File: src/rtl/multicycle_controller.sv
// Multicycle RISC-V control unit: Moore FSM sequencing fetch/decode/execute
// plus combinational immediate-format and ALU-operation decode.
module multicycle_controller (
  input  logic       clk,
  input  logic       reset,
  input  logic [6:0] op,
  input  logic [2:0] funct3,
  input  logic       funct7b5,
  input  logic       Zero,
  output logic       PCWrite,
  output logic       AdrSrc,
  output logic       MemWrite,
  output logic       IRWrite,
  output logic       RegWrite,
  output logic [1:0] ResultSrc,
  output logic [1:0] ALUSrcA,
  output logic [1:0] ALUSrcB,
  output logic [1:0] ImmSrc,
  output logic [3:0] ALUControl,
  output logic       instr_done
);

  localparam logic [6:0] OP_LW   = 7'b0000011;
  localparam logic [6:0] OP_SW   = 7'b0100011;
  localparam logic [6:0] OP_R    = 7'b0110011;
  localparam logic [6:0] OP_I    = 7'b0010011;
  localparam logic [6:0] OP_BR   = 7'b1100011;
  localparam logic [6:0] OP_JAL  = 7'b1101111;

  typedef enum logic [3:0] {
    S_FETCH    = 4'd0,
    S_DECODE   = 4'd1,
    S_MEMADR   = 4'd2,
    S_MEMREAD  = 4'd3,
    S_MEMWB    = 4'd4,
    S_MEMWRITE = 4'd5,
    S_EXECUTER = 4'd6,
    S_EXECUTEI = 4'd7,
    S_ALUWB    = 4'd8,
    S_BRANCH   = 4'd9,
    S_JAL      = 4'd10
  } state_t;

  state_t     state_q, state_d;
  logic [1:0] alu_op;
  logic       op_legal;
  logic       branch_taken;

  always_ff @(posedge clk) begin
    if (reset) state_q <= S_FETCH;
    else       state_q <= state_d;
  end

  always_comb begin
    op_legal = (op == OP_LW) || (op == OP_SW) || (op == OP_R) ||
               (op == OP_I)  || (op == OP_BR) || (op == OP_JAL);
  end

  always_comb begin
    case (funct3)
      3'b000:  branch_taken = Zero;
      3'b001:  branch_taken = ~Zero;
      default: branch_taken = 1'b0;
    endcase
  end

  always_comb begin
    state_d = S_FETCH;
    case (state_q)
      S_FETCH:  state_d = S_DECODE;
      S_DECODE: begin
        case (op)
          OP_LW, OP_SW: state_d = S_MEMADR;
          OP_R:         state_d = S_EXECUTER;
          OP_I:         state_d = S_EXECUTEI;
          OP_BR:        state_d = S_BRANCH;
          OP_JAL:       state_d = S_JAL;
          default:      state_d = S_FETCH;
        endcase
      end
      S_MEMADR:   state_d = (op == OP_LW) ? S_MEMREAD : S_MEMWRITE;
      S_MEMREAD:  state_d = S_MEMWB;
      S_EXECUTER: state_d = S_ALUWB;
      S_EXECUTEI: state_d = S_ALUWB;
      S_JAL:      state_d = S_ALUWB;
      default:    state_d = S_FETCH;
    endcase
  end

  always_comb begin
    PCWrite    = 1'b0;
    AdrSrc     = 1'b0;
    MemWrite   = 1'b0;
    IRWrite    = 1'b0;
    RegWrite   = 1'b0;
    ResultSrc  = 2'b00;
    ALUSrcA    = 2'b00;
    ALUSrcB    = 2'b00;
    alu_op     = 2'b00;
    instr_done = 1'b0;
    case (state_q)
      S_FETCH: begin
        IRWrite   = 1'b1;
        ALUSrcB   = 2'b10;
        ResultSrc = 2'b10;
        PCWrite   = 1'b1;
      end
      S_DECODE: begin
        ALUSrcA    = 2'b01;
        ALUSrcB    = 2'b01;
        instr_done = ~op_legal;
      end
      S_MEMADR: begin
        ALUSrcA = 2'b10;
        ALUSrcB = 2'b01;
      end
      S_MEMREAD: AdrSrc = 1'b1;
      S_MEMWRITE: begin
        AdrSrc     = 1'b1;
        MemWrite   = 1'b1;
        instr_done = 1'b1;
      end
      S_MEMWB: begin
        ResultSrc  = 2'b01;
        RegWrite   = 1'b1;
        instr_done = 1'b1;
      end
      S_EXECUTER: begin
        ALUSrcA = 2'b10;
        alu_op  = 2'b10;
      end
      S_EXECUTEI: begin
        ALUSrcA = 2'b10;
        ALUSrcB = 2'b01;
        alu_op  = 2'b10;
      end
      S_ALUWB: begin
        RegWrite   = 1'b1;
        instr_done = 1'b1;
      end
      S_JAL: begin
        ALUSrcA = 2'b01;
        ALUSrcB = 2'b10;
        PCWrite = 1'b1;
      end
      S_BRANCH: begin
        ALUSrcA    = 2'b10;
        alu_op     = 2'b01;
        PCWrite    = branch_taken;
        instr_done = 1'b1;
      end
      default: ;
    endcase
  end

  always_comb begin
    case (op)
      OP_SW:   ImmSrc = 2'b01;
      OP_BR:   ImmSrc = 2'b10;
      OP_JAL:  ImmSrc = 2'b11;
      default: ImmSrc = 2'b00;
    endcase
  end

  // ALUOp 11 is never produced; it decodes like 10.
  always_comb begin
    case (alu_op)
      2'b00: ALUControl = 4'b0000;
      2'b01: ALUControl = 4'b0001;
      default: begin
        case (funct3)
          3'b000:        ALUControl = (funct7b5 & op[5]) ? 4'b0001 : 4'b0000;
          3'b001:        ALUControl = 4'b0100;
          3'b010, 3'b011: ALUControl = 4'b0101;
          3'b100:        ALUControl = 4'b0110;
          3'b101:        ALUControl = funct7b5 ? 4'b1000 : 4'b0111;
          3'b110:        ALUControl = 4'b0011;
          default:       ALUControl = 4'b0010;
        endcase
      end
    endcase
  end

endmodule

File: config.mk
export PLATFORM = sky130hd
export DESIGN_NAME = multicycle_controller
export DESIGN_NICKNAME = d
export VERILOG_FILES = /design/src/rtl/multicycle_controller.sv
export SDC_FILE = /design/constraint.sdc
export NUM_CORES = 1
export LEC_CHECK = 0
export BUFFER_PORTS_ARGS = -buffer_cell sky130_fd_sc_hd__buf_4
export CAP_MARGIN = 20
export CORE_MARGIN = 2
export CORE_UTILIZATION = 30
export CTS_CLUSTER_DIAMETER = 40
export DETAILED_ROUTE_END_ITERATION = 12
export MAX_ROUTING_LAYER = met4
export PLACE_DENSITY = 0.66
export SLEW_MARGIN = 10
export SYNTH_ARGS = -nofsm -noshare
export SYNTH_HDL_FRONTEND = slang
export SYNTH_SLANG_ARGS = --single-unit
File: constraint.sdc
create_clock -name clk -period 2.6 [get_ports clk]
set_clock_uncertainty 0.2 [all_clocks]
set_input_delay 0.39 -clock clk [delete_from_list [all_inputs] [get_ports clk]]
set_output_delay 0.39 -clock clk [all_outputs]
set_load 0.02 [all_outputs]
# == After elaboration in Yosys (flattened, before gate mapping) ==
# Cells that the tools add are included.
# Widths: inputs -> output; s select.
# op_classes
eq_ne,23
mux,19
n_bitwise,3
n_reduce_logical,19
# ops
cell,count
$pmux 4 s5,2
$pmux 4 s6,1
$eq 4x3->1 const B,4
$pmux 2 s2,4
$eq 7x6->1 const B,2
$eq 7x7->1 const B,2
$reduce_or 2->1,7
$eq 4x4->1 const B,3
$eq 3x3->1 const B,3
$eq 4x2->1 const B,2
$pmux 4 s2,1
$reduce_or 4->1,2
$eq 7x2->1 const B,1
$eq 7x5->1 const B,1
$eq 3x2->1 const B,2
$pmux 1 s2,3
$pmux 2 s3,1
$reduce_or 3->1,2
$logic_or 1x1->1,5
$mux 1,5
$eq 4x1->1 const B,1
$logic_not 4->1,1
$mux 4,1
$eq 3x1->1 const B,1
6 further kinds,7
# word_totals
register_bits,4
inputBits,14
word_cells,65

# == Longest topological paths before layout ==
# logic_depth
ltp_word,8
ltp_mapped,5

# == Worst setup path after synthesis ==
# OpenSTA, ideal clock, no wires.
# synth_path
kind,register -> output
start,register state_q[1]
end,output port IRWrite
arrival_ps,1344
t_required_ps,2010
path_slack_ps,666
stages_incl_launch_ff,4
path_buffers,2
cell_sequence,dfxtp_1 buf_4 buf_2 nor4_1
# synth_via
elab_chain_len,2
# synth_rtl
element,line,source
"start, declared",44,"state_t state_q, state_d;"
"start signal, assigned",51,else state_q <= state_d;
$logic_not 4->1,101,case (state_q)
$mux 1,101,
"end, declared",13,"output logic IRWrite,"
# Every way passes these cells.

# == Worst setup path in the final report ==
# layout_path
start,register state_q[0]
end,output port PCWrite
# layout_via
elab_chain_len,3
# layout_rtl
element,line,source
$eq 4x4->1 / $logic_not 4->1 (equally long branches),101,
$reduce_or 2->1 (no line),--,
$pmux 1 s2 *,101,
"end, declared",10,"output logic PCWrite,"
# Every way passes the cells marked *; elsewhere a longest branch is shown, timed or not.

==> Implementation_results.wiki <==
{| class="wikitable"
! Metric !! Value
|-
| Net count, final || 126
|-
| Crit path DAT || 1.78 ns
|-
| Largest net degree at the start of global routing || 22
|-
| Layout Cells excl Fill || 137
|-
| DR pass1 iterations || 4
|-
| Dominant synthesized flop cell || sky130_fd_sc_hd__dfxtp_1
|-
| GP Congestion || 0.777
|-
| Number of failing setup endpoints in the final timing report || 0
|-
| Hpwl dp || 1.20 mm
|-
| Post-CTS setup-driven buffer insertion count || 0
|-
| Data required time at the worst endpoint || 2.01 ns
|-
| Area growth, synth to finish || 39.7%
|-
| Antenna-violating nets left || 0
|-
| Number of buffers inserted during clock tree synthesis || 3
|-
| Regs by FF count || state_q x4
|-
| Ant diodes || 0
|-
| Final Hold Viols || 0
|-
| Number of placement rows || 16
|-
| Number of flip-flops in the largest register || 4
|-
| Total area of multi-input combinational cells || 465 µm²
|-
| Setup repair after global routing missed its margin || false
|-
| Summed instance area of the synthesized netlist || 606 µm²
|-
| Count of pins over their slew limit || 0
|-
| Hold_buf cts || 0
|-
| IR drop worst, VDD || 0.247 mV
|-
| TritonCTS clock tree || built
|-
| DRC violations left || 0
|-
| Top-Level Pins || 32
|-
| Core region area || 1940 µm²
|-
| Root Buffer || sky130_fd_sc_hd__clkbuf_4
|-
| Library cells used by synthesis || 38
|-
| Endpoint type of the worst setup path || output pin
|-
| Width of the die || 48.9 µm
|-
| Insertion delay to the later sink of the worst-skew pair || 0.23 ns
|-
| Final-layout fill cell count || 219
|-
| Remaining global-route overflow || 0
|-
| Count of max-cap constraint violations || 0
|-
| Worst relative slew slack || 58.2%
|-
| Share of flip-flops with an asynchronous set or reset || 0%
|-
| Clk sinks || 4
|-
| Initial core utilization || 31.2%
|-
| Die area || 2390 µm²
|-
| Synthesis warning total || 0
|-
| Average wire length per cell after detail routing || 11.6 µm
|-
| PortBufs || 31
|-
| First-pass GRT wire length || 2.66 mm
|-
| Max Buffers Root-to-Sink || 2
|-
| Static Leak || 0.000341 µW
|-
| Clock Pin Slew Worst Setup and Hold Paths || 0.04 ns
|-
| Worst Reg-to-Reg Cells || 3
|-
| Critical register-to-register path endpoint || state_q[1]$_SDFF_PP0_
|-
| Setup WS post-layout || 0.233 ns
|-
| Slew of the pin with the lowest slew margin || 0.626 ns
|-
| Post-Syn Area per Cell || 7.39 µm²
|-
| Critical path endpoint || PCWrite
|-
| CP Max Fanout || 17
|-
| Sequential-to-total area share from yosys stat || 13.2%
|-
| Setup_tns || 0 ns
|-
| Placement-stage worst setup slack || 0.500 ns
|-
| Startpoint kind of the worst setup timing path || flip-flop
|-
| Final WL || 1.59 mm
|-
| H-tree depth || 1
|-
| Starting DRC count in detailed routing || 12
|-
| Net Count, Synth || 96
|-
| Flip-flop and latch count after synthesis || 4
|-
| Number of flops mapped to enable cells by yosys || 0
|-
| RR Startpoint || state_q[0]$_SDFF_PP0_
|-
| Most flops, register || state_q
|-
| Register area || 80.1 µm²
|-
| Vias in the first global route || 617
|-
| Class of the tightest hold or removal check || in2reg
|-
| Startpoint of the worst setup timing path || state_q[0]$_SDFF_PP0_
|-
| Vias after detailed routing || 706
|-
| Outcome || finished clean
|-
| Placed cell count || 134
|-
| All-Layer GR Usage || 14.1%
|-
| Pwr Density || 272 nW/µm²
|-
| Minimum clock period after layout || 2.37 ns
|-
| Worst Setup Path Type || reg2out
|-
| Cell count after synthesis || 82
|-
| Initial antenna violation count || 0
|-
| Share of layout cells above drive strength 1 || 37.3%
|-
| Average via count per standard cell || 5.15
|-
| Post_cts resized || 0
|-
| Die height || 48.9 µm
|-
| Setup slack of the most critical reg-to-reg path || 0.98 ns
|-
| Max Clk Rate || 423 MHz
|-
| Ratio of final minimum period to clock period || 91.0%
|}
-- worst max-delay path, stage by stage (launching register included) --
cell and delay (ns):
sky130_fd_sc_hd__dfxtp_1 0.62, sky130_fd_sc_hd__nor2b_1 0.42, sky130_fd_sc_hd__nand4_1 0.15, sky130_fd_sc_hd__a21oi_1 0.19
sky130_fd_sc_hd__buf_4 0.16
-- worst min-delay path by stage --
stage / from / end / slack, ns / cells after the start
final: reset / state_q[3]$_SDFF_PP0_ / 0.12 / 2
after global routing: reset / state_q[3]$_SDFF_PP0_ / 0.12 / 2
after CTS: reset / state_q[3]$_SDFF_PP0_ / 0.11 / 2
after detailed placement: reset / state_q[3]$_SDFF_PP0_ / 0.37 / 2
after global placement: reset / state_q[3]$_SDFF_PP0_ / 0.36 / 2
after floorplan: reset / state_q[3]$_SDFF_PP0_ / 0.26 / 1
-- cell usage after synthesis (2+ instances only) --
cell / instances / area (µm²)
sky130_fd_sc_hd__nor2b_1: 2 / 12.5
sky130_fd_sc_hd__and2_1: 2 / 12.5
sky130_fd_sc_hd__dfxtp_1: 4 / 80.1
sky130_fd_sc_hd__a21oi_1: 7 / 35.0
sky130_fd_sc_hd__nand2b_1: 2 / 12.5
sky130_fd_sc_hd__nand2_1: 5 / 18.8
sky130_fd_sc_hd__nand4_1: 2 / 12.5
sky130_fd_sc_hd__xnor2_1: 4 / 35.0
sky130_fd_sc_hd__buf_6: 3 / 33.8
sky130_fd_sc_hd__buf_2: 3 / 15.0
sky130_fd_sc_hd__nor2_1: 5 / 18.8
sky130_fd_sc_hd__nand3_1: 2 / 10.0
sky130_fd_sc_hd__nor4_1: 3 / 18.8
sky130_fd_sc_hd__nor3b_1: 4 / 30.0
sky130_fd_sc_hd__nor4bb_1: 2 / 20.0
sky130_fd_sc_hd__o21ai_0: 2 / 10.0
sky130_fd_sc_hd__nor3_1: 5 / 25.0
sky130_fd_sc_hd__o22ai_1: 2 / 12.5
sky130_fd_sc_hd__nand3b_1: 2 / 15.0
sky130_fd_sc_hd__and3_2: 2 / 15.0
sky130_fd_sc_hd__nor4b_1: 2 / 17.5
-- through the flow --
step	utilization, %	cell area, µm²	power, µW	hold slack [ns]
2_1_floorplan	-	606	117	0.259
3_3_place_gp	42.4	823	153	0.361
3_5_place_dp	42.4	823	154	0.366
4_1_cts	43.6	846	234	0.115
5_1_grt	43.6	846	248	0.115
6_report	43.6	846	230	0.123
-- power breakdown --
part	internal (µW)	switching, µW
Combinational	43.4	40.9
Clock	51.6	25.4
Sequential	63.1	5.48
Total	158	71.8
-- kinds of logic (layout without fill, tap and decap cells) --
kind of cell / count (synthesis) / after routing / synth area share [%]
AO/OA/AOI/OAI: 19 / 19 / 21.7
XOR/XNOR: 5 / 5 / 7.23
buffers and inverters: 8 / 36 / 9.92
flip-flops: 4 / 4 / 13.2
AND/OR/NAND/NOR: 46 / 46 / 47.9
-- placed cells by master, fill, tap and decap left out, types with 3 or more instances in the layout --
master,count
sky130_fd_sc_hd__nand2_1,5
sky130_fd_sc_hd__nor2_1,5
sky130_fd_sc_hd__dfxtp_1,4
sky130_fd_sc_hd__nor3_1,5
sky130_fd_sc_hd__buf_4,32
sky130_fd_sc_hd__nor3b_1,4
sky130_fd_sc_hd__xnor2_1,4
sky130_fd_sc_hd__clkbuf_4,3
sky130_fd_sc_hd__a21oi_1,7
sky130_fd_sc_hd__nor4_1,3
-- layout make-up --
class	count	share of cell area (%)
clock buffer	3	2.66
tap	27	3.99
inverter	1	0.444
sequential	4	9.47
multi-input combinational	70	55.0
timing repair buffer	32	28.4
-- routing by layer --
layer  GRT usage, %  wire length [µm]  vias to the layer above
met5              -                 0                        -
met4           2.86                 0                        0
met3           3.99                88                        0
met2           21.5               743                       27
met1           18.6               757                      309
li1               -                 -                      370
No activity file was read; power rests on OpenSTA's default activity.
